[src/rtl/cnu_pkg.sv]
// cnu_pkg: shared constants and helpers for the check-node min-finder blocks
package cnu_pkg;

    localparam int DATA_W_DEF = 9;
    localparam logic [DATA_W_DEF-1:0] MAG_MAX = '1;

    localparam logic IDLE = 1'b0;
    localparam logic ACC  = 1'b1;

    function automatic int idx_w(input int n);
        return (n > 2) ? $clog2(n) : 1;
    endfunction

endpackage

[src/rtl/min2_step.sv]
// min2_step: one combinational beat of the running two-smallest tracker
module min2_step #(
    parameter int DATA_W = 9,
    parameter int IDX_W = 5
) (
    input  logic [DATA_W-1:0] min1,
    input  logic [DATA_W-1:0] min2,
    input  logic [IDX_W-1:0]  idx,
    input  logic [DATA_W-1:0] x,
    input  logic [IDX_W-1:0]  cnt,
    output logic [DATA_W-1:0] min1_n,
    output logic [DATA_W-1:0] min2_n,
    output logic [IDX_W-1:0]  idx_n
);

    logic lt1, lt2;

    // Strict compares so the earliest of equal magnitudes keeps min1
    always_comb begin
        lt1 = x < min1;
        lt2 = x < min2;
        min1_n = lt1 ? x : min1;
        min2_n = lt1 ? min1 : (lt2 ? x : min2);
        idx_n = lt1 ? cnt : idx;
    end

endmodule

[src/rtl/min2_serial.sv]
// min2_serial: streams row magnitudes, emits min1/min2/idx/degree per row
// Optional sign parity tracking is built when MIN2_SIGN_EN is defined.
module min2_serial import cnu_pkg::*; #(
    parameter int DATA_W = DATA_W_DEF,
    parameter int DEG_MAX = 32,
    localparam int IDX_W = idx_w(DEG_MAX)
) (
    input  logic              clk,
    input  logic              rst_n,
    input  logic              in_valid,
    output logic              in_ready,
    input  logic [DATA_W-1:0] in_data,
    input  logic              in_last,
`ifdef MIN2_SIGN_EN
    input  logic              in_sign,
    output logic              out_sign,
`endif
    output logic              out_valid,
    input  logic              out_ready,
    output logic [DATA_W-1:0] out_min1,
    output logic [DATA_W-1:0] out_min2,
    output logic [IDX_W-1:0]  out_idx,
    output logic [IDX_W:0]    out_deg,
    output logic              out_ovf
);

    localparam logic [DATA_W-1:0] ONES = '1;
    localparam logic [IDX_W:0] CNT_MAX = (IDX_W + 1)'(DEG_MAX);

    logic state_q, state_d, rdy_q, rdy_d, ovf_q, ovf_d;
    logic [IDX_W:0] cnt_q, cnt_d;
    logic [DATA_W-1:0] min1_q, min1_d, min2_q, min2_d;
    logic [IDX_W-1:0] idx_q, idx_d;
    logic out_valid_q, out_valid_d, out_ovf_q, out_ovf_d;
    logic [DATA_W-1:0] out_min1_q, out_min1_d, out_min2_q, out_min2_d;
    logic [IDX_W-1:0] out_idx_q, out_idx_d;
    logic [IDX_W:0] out_deg_q, out_deg_d;

    logic accept, take_last, excess, in_acc;
    logic [IDX_W:0] cur_cnt;
    logic [DATA_W-1:0] cur_min1, cur_min2, step_min1, step_min2, upd_min1, upd_min2;
    logic [IDX_W-1:0] cur_idx, step_idx, upd_idx;

    assign in_acc = state_q == ACC;
    assign in_ready = rdy_q && !(out_valid_q && !out_ready && in_last);
    assign accept = in_valid && in_ready;
    assign take_last = accept && in_last;
    assign cur_cnt = in_acc ? cnt_q : '0;
    assign cur_min1 = in_acc ? min1_q : ONES;
    assign cur_min2 = in_acc ? min2_q : ONES;
    assign cur_idx = in_acc ? idx_q : '0;
    assign excess = cur_cnt == CNT_MAX;

    min2_step #(.DATA_W(DATA_W), .IDX_W(IDX_W)) u_step (
        .min1   (cur_min1),
        .min2   (cur_min2),
        .idx    (cur_idx),
        .x      (in_data),
        .cnt    (cur_cnt[IDX_W-1:0]),
        .min1_n (step_min1),
        .min2_n (step_min2),
        .idx_n  (step_idx)
    );

    assign upd_min1 = excess ? cur_min1 : step_min1;
    assign upd_min2 = excess ? cur_min2 : step_min2;
    assign upd_idx = excess ? cur_idx : step_idx;

    assign out_valid = out_valid_q;
    assign out_min1 = out_min1_q;
    assign out_min2 = out_min2_q;
    assign out_idx = out_idx_q;
    assign out_deg = out_deg_q;
    assign out_ovf = out_ovf_q;

    // Accumulate accepted beats; a last beat publishes and restarts the row
    always_comb begin
        rdy_d = 1'b1;
        state_d = take_last ? IDLE : (accept ? ACC : state_q);
        cnt_d = take_last ? '0 : (accept ? (excess ? cur_cnt : cur_cnt + 1'b1) : cnt_q);
        min1_d = take_last ? ONES : (accept ? upd_min1 : min1_q);
        min2_d = take_last ? ONES : (accept ? upd_min2 : min2_q);
        idx_d = take_last ? '0 : (accept ? upd_idx : idx_q);
        ovf_d = take_last ? 1'b0 : (accept ? ((in_acc && ovf_q) || excess) : ovf_q);
        out_valid_d = take_last || (out_valid_q && !out_ready);
        out_min1_d = take_last ? upd_min1 : out_min1_q;
        out_min2_d = take_last ? upd_min2 : out_min2_q;
        out_idx_d = take_last ? upd_idx : out_idx_q;
        out_deg_d = take_last ? (excess ? cur_cnt : cur_cnt + 1'b1) : out_deg_q;
        out_ovf_d = take_last ? ((in_acc && ovf_q) || excess) : out_ovf_q;
    end

    // State registers; reset drops any partial row
    always_ff @(posedge clk or negedge rst_n) begin
        if (!rst_n) begin
            rdy_q <= 1'b0;
            state_q <= IDLE;
            cnt_q <= '0;
            min1_q <= ONES;
            min2_q <= ONES;
            idx_q <= '0;
            ovf_q <= 1'b0;
            out_valid_q <= 1'b0;
            out_min1_q <= '0;
            out_min2_q <= '0;
            out_idx_q <= '0;
            out_deg_q <= '0;
            out_ovf_q <= 1'b0;
        end else begin
            rdy_q <= rdy_d;
            state_q <= state_d;
            cnt_q <= cnt_d;
            min1_q <= min1_d;
            min2_q <= min2_d;
            idx_q <= idx_d;
            ovf_q <= ovf_d;
            out_valid_q <= out_valid_d;
            out_min1_q <= out_min1_d;
            out_min2_q <= out_min2_d;
            out_idx_q <= out_idx_d;
            out_deg_q <= out_deg_d;
            out_ovf_q <= out_ovf_d;
        end
    end

`ifdef MIN2_SIGN_EN
    logic sign_q, sign_d, out_sign_q, out_sign_d, upd_sign;

    assign upd_sign = (in_acc && sign_q) ^ (in_sign && !excess);
    assign out_sign = out_sign_q;

    // Sign parity over the non-excess beats of the row
    always_comb begin
        sign_d = take_last ? 1'b0 : (accept ? upd_sign : sign_q);
        out_sign_d = take_last ? upd_sign : out_sign_q;
    end

    // Sign registers
    always_ff @(posedge clk or negedge rst_n) begin
        if (!rst_n) begin
            sign_q <= 1'b0;
            out_sign_q <= 1'b0;
        end else begin
            sign_q <= sign_d;
            out_sign_q <= out_sign_d;
        end
    end
`endif

endmodule
[config.mk]
export PLATFORM = sky130hd
export DESIGN_NAME = min2_serial
export DESIGN_NICKNAME = d
export VERILOG_FILES = /design/src/rtl/cnu_pkg.sv /design/src/rtl/min2_step.sv /design/src/rtl/min2_serial.sv
export SDC_FILE = /design/constraint.sdc
export NUM_CORES = 1
export LEC_CHECK = 0
export ABC_AREA = 0
export CORE_ASPECT_RATIO = 1.4
export CORE_MARGIN = 8
export CORE_UTILIZATION = 50
export DETAILED_ROUTE_END_ITERATION = 12
export HOLD_SLACK_MARGIN = 0.15
export PLACE_DENSITY = 0.85
export RECOVER_POWER = 25
export SLEW_MARGIN = 20
export SYNTH_ARGS = -nofsm -noshare
export SYNTH_HDL_FRONTEND = slang
export SYNTH_SLANG_ARGS = --single-unit
[constraint.sdc]
create_clock -name clk -period 5.5 [get_ports clk]
set_input_delay 1.1 -clock clk [delete_from_list [all_inputs] [get_ports clk]]
set_output_delay 1.1 -clock clk [all_outputs]
set_load 0.05 [all_outputs]
### Word-level counts from Yosys, hierarchy flattened

Index checks and enable logic that the tools add are counted.

| operators by class | value |
|---|---|
| add/subtract/negate cells | 1 |
| magnitude comparators | 2 |
| eq/ne operators | 1 |
| mux-type cells | 24 |
| reduce and logical (&&, ||, !) cells | 11 |

Operator list:

| kind | number |
|---|---|
| two-way mux 9 bit | 11 |
| two-way mux 5 bit | 5 |
| two-way mux 6 bit | 4 |
| less-than comparator 9 bit | 2 |
| adder 6 x 1 -> 6 bit, second input constant | 1 |
| equality test 6 bit, second input constant | 1 |
| logical AND 1 bit | 6 |
| two-way mux 1 bit | 4 |
| logical NOT 1 bit | 2 |
| logical OR 1 bit | 2 |
| nonzero test 2 bit | 1 |

| word-level totals | value |
|---|---|
| flip-flop bits (word level) | 63 |
| input bits | 14 |
| output and inout port bits | 32 |

### Longest topological paths before layout

| logic depth | value |
|---|---|
| depth in word-level cells | 8 |
| depth in mapped cells | 12 |
| depth with buffers taken out | 9 |

### By module

From an unflattened synthesis, not the netlist that was laid out.

| unflattened totals | value |
|---|---|
| cells, all modules | 393 |
| area, all modules | 3756.1 um^2 |

Modules (own cells, without submodules):

| module | times used | cells each | area an instance (um^2) | sequential area each (um^2) |
|---|---|---|---|---|
| min2_serial | 1 | 301 | 2930.3 | 1599.0 |
| min2_step | 1 | 92 | 825.8 | 0.0 |

### Worst setup path before layout

OpenSTA, ideal clock, no wires.

| timing | value |
|---|---|
| path type | input-to-output |
| start | input in_last |
| end | output in_ready |
| arrival time | 2.437 ns |
| required time | 4.400 ns |
| path slack | 1.963 ns |
| stages on the path | 2 |
| buffers on the path | 1 |
| cells stage by stage | clkbuf_1 > a21boi_0 |

| on the way | value |
|---|---|
| word-level cells in the longest chain between the ends | 3 |

RTL lines:

| what | line | source |
|---|---|---|
| start, declared | min2_serial.sv:13 | `input logic in_last,` |
| logical AND 1 bit | min2_serial.sv:45 | `assign in_ready = rdy_q && !(out_valid_q && !out_ready && in_last);` |
| logical NOT 1 bit | min2_serial.sv:45 |  |
| logical AND 1 bit | min2_serial.sv:45 |  |
| end, declared | min2_serial.sv:11 | `output logic in_ready,` |

Every way passes these cells.

### Worst setup path after layout

Ends and elaborated chain as after synthesis.

==> flow_summary.yaml <==
status:
  status: "finished, violations left"
  violations: "capacitance limit, slew limit"
finish:
  area_growth_pct: 18.10
  layout-drive-gt1-share_pct: 10.28
  fillerInstances: 651
  final_util_pct: 60.01
  nNetsFinal: 455
  final_cell_mix: "nand2_1, dfrtp_1, clkdlybuf4s50_1"
  register_area_um2: 1599
  multi_input_area_um2: 1898
  diodes: 0
setup_path:
  worstReg2RegEnd: "min1_q[0]"
  ff2ff_path_depth: 9
  r2r_slack_ps: 2120
  required_ps: 4400
  criticalPathCategory: "in2out"
  start_kind: "input pin"
  cp-end-kind: "primary output"
  timing.rr.start: "in_acc"
  crit_fanout: 12
  worstPathArrival_ps: 2840
clock_network:
  cts_made_buffers: 9
  clk_path_buf_depth: 2
  h-tree-depth: 3
  clk_pin_slew_ps: 70
  postCtsSetupRepairBufs: 0
  ctsHoldBuffers: 0
  cts-resized-gates: 0
  cts_tree: "yes"
  root_buffer: "clkbuf_8"
  insertion_delay_ps: 350
  cts.sinks: 63
global_route:
  grt_max_degree: 64
  track_usage_pct: 19.51
  overflow: 0
  grt_pass1_vias: 3306
  antenna_found_initial: 0
  grt_pass1_wl_mm: 16.13
power:
  power_frac_clock_pct: 24.0
  power_frac_seq_pct: 37.8
  p_sw_mw: 0.6593
  cellLeakagePower_nw: 1.830
  power_density_nw_per_um2: 386.6
  comb_power_share_pct: 38.2
  p_sw_share_pct: 39.35
  power.internal_mw: 1.016
  vdd_drop_max_v: 0.0002701
detailed_routing:
  num_vias: 3225
  antenna_left: 0
  via_per_inst: 6.143
  drt-pass1-iter-count: 5
  drc: 0
  drt_iter0_drc: 254
  routed_wl_mm: 9.698
  routedWlPerCell_um: 18.47
sta:
  tightest_slew_ps: 3398
  relSlewSlack_pct: -126.5
  fmax_mhz: 254.1
  skew_ps: 6.995
  setup_tns_ps: 0
  finalCriticalPeriod_ps: 3936
  rsz0062_at_grt: "false"
  setup_violations: 0
  fin_crit_sh_pct: 71.57
  finalMaxSlewViolations: 64
  final_hold_viol_count: 0
floorplan:
  fp.dieW_um: 88.41
  rows: 37
  coreArea_um2: 7222
  die_h_um: 117.4
  initial_utilization_pct: 50.81
  io_pins: 46
  dieArea_um2: 10380
logic_synthesis:
  ys_seq_elements: 63
  synth-seq-area-share_pct: 43.57
  yosysWarnings: 0
  synthCells: 385
  synth_ff_type: "dfrtp_1"
  synth-edff-count: 0
  postSynthAreaPerCell_um2: 9.532
  async_reset_ff_share_pct: 100.0
  synthesis.nets: 417
  yosysUniqueCellTypes: 54
  synth_area_um2: 3670
placement:
  post-dp-hpwl_mm: 6.827
  portBuffers: 45
  place.gp.congestion: 0.9412
min_path:
  hold_start: "out_min1[8]"
  hold_path.class: "reg2reg"
  holdPathStages: 2
  holdPathEnd: "out_min1[8]"
job:
  drv_cap: 1
sequential cells by signal, indices dropped and copies added, names as in the netlist:
register,count
out_min2,9
out_valid,1
rdy_q,1
out_min1,9
out_ovf,1
out_deg,6
ovf_q,1
cnt_q,6
in_acc,1
min1_q,9
min2_q,9
out_idx,5
idx_q,5
area by class of cell:
type	instances	share of cell area, %
Inverter	12	1.039
Sequential cell	63	36.89
Clock buffer	13	3.435
Clock inverter	3	0.9815
Tap cell	97	2.800
Multi-Input combinational cell	287	43.79
Timing Repair Buffer	50	11.06
stage by stage:
step	instances	total power, mW	hold WS (ps)	instance area (um^2)	worst slack [ps]
after floorplan	385	1.075	450.2	3670	1963
after global placement	509	1.259	459.9	4146	1600
after detailed placement	509	1.276	468.5	4146	1446
after CTS	525	1.676	483.6	4338	1562
after global routing	525	1.748	515.1	4334	912.1
final	525	1.675	477.6	4334	1564
synth_stat cells (5+ instances only):
cell / count / area share, %
a21oi_1: 15 / 2.0
mux2i_1: 11 / 3.0
o311a_1: 8 / 2.2
buf_2: 5 / 0.68
o21ai_0: 23 / 3.1
clkbuf_1: 11 / 1.1
dfrtp_1: 45 / 31
a32o_1: 5 / 1.4
a31oi_1: 9 / 1.5
dfstp_2: 18 / 13
o221ai_1: 8 / 1.9
o211ai_1: 10 / 2.0
nand3_1: 14 / 1.9
or2b_1: 8 / 1.6
nor2_1: 21 / 2.1
nor3_1: 9 / 1.2
ha_1: 18 / 6.1
o32a_1: 9 / 2.5
nand2b_1: 14 / 2.4
nand4_1: 5 / 0.85
inv_1: 12 / 1.2
nand2_1: 45 / 4.6
nor2b_1: 10 / 1.7
o22ai_1: 8 / 1.4
logic make-up (layout without fill, tap and decap cells):
group | count (synthesis) | in the layout | share of synthesized area (%)
other | 1 | 1 | 0.1022
DFF | 63 | 63 | 43.57
xor gates and xnor gates | 5 | 5 | 1.193
and+or+nand+nor | 140 | 140 | 19.67
muxes | 11 | 11 | 3.000
AOI/OAI and AO/OA | 112 | 112 | 21.62
buffers and inverters | 35 | 78 | 4.705
adders and majority gates | 18 | 18 | 6.137
how the worst max path moves through the flow:
stage | to | cells after the start | from
after floorplan | in_ready | 2 | in_last
after detailed placement | min1_q[4] | 7 | in_data[2]
after CTS | in_ready | 3 | in_last
after global placement | min1_q[4] | 7 | in_data[2]
after global routing | out_min1[6] | 2 | rst_n
final | in_ready | 3 | in_last
power by group through the flow:
stage,Combinational [mW],Sequential (mW),Clock [mW]
6_report,0.640,0.634,0.402
5_1_grt,0.684,0.645,0.418
4_1_cts,0.640,0.633,0.403
3_5_place_dp,0.635,0.641,0
3_3_place_gp,0.622,0.637,0
2_1_floorplan,0.272,0.802,0
layer usage:
layer	global-route usage [%]	vias up	share of wire, %
li1	-	1494	-
met1	21.50	1584	39
met2	33.57	110	53
met3	3.424	37	4.4
met4	11.05	0	4.0
met5	0	-	0
critical path: stages:
cell and delay, ps:
clkdlybuf4s50_1 630, a21boi_0 260, clkdlybuf4s50_1 840
Power figures use the tool's default switching activity.
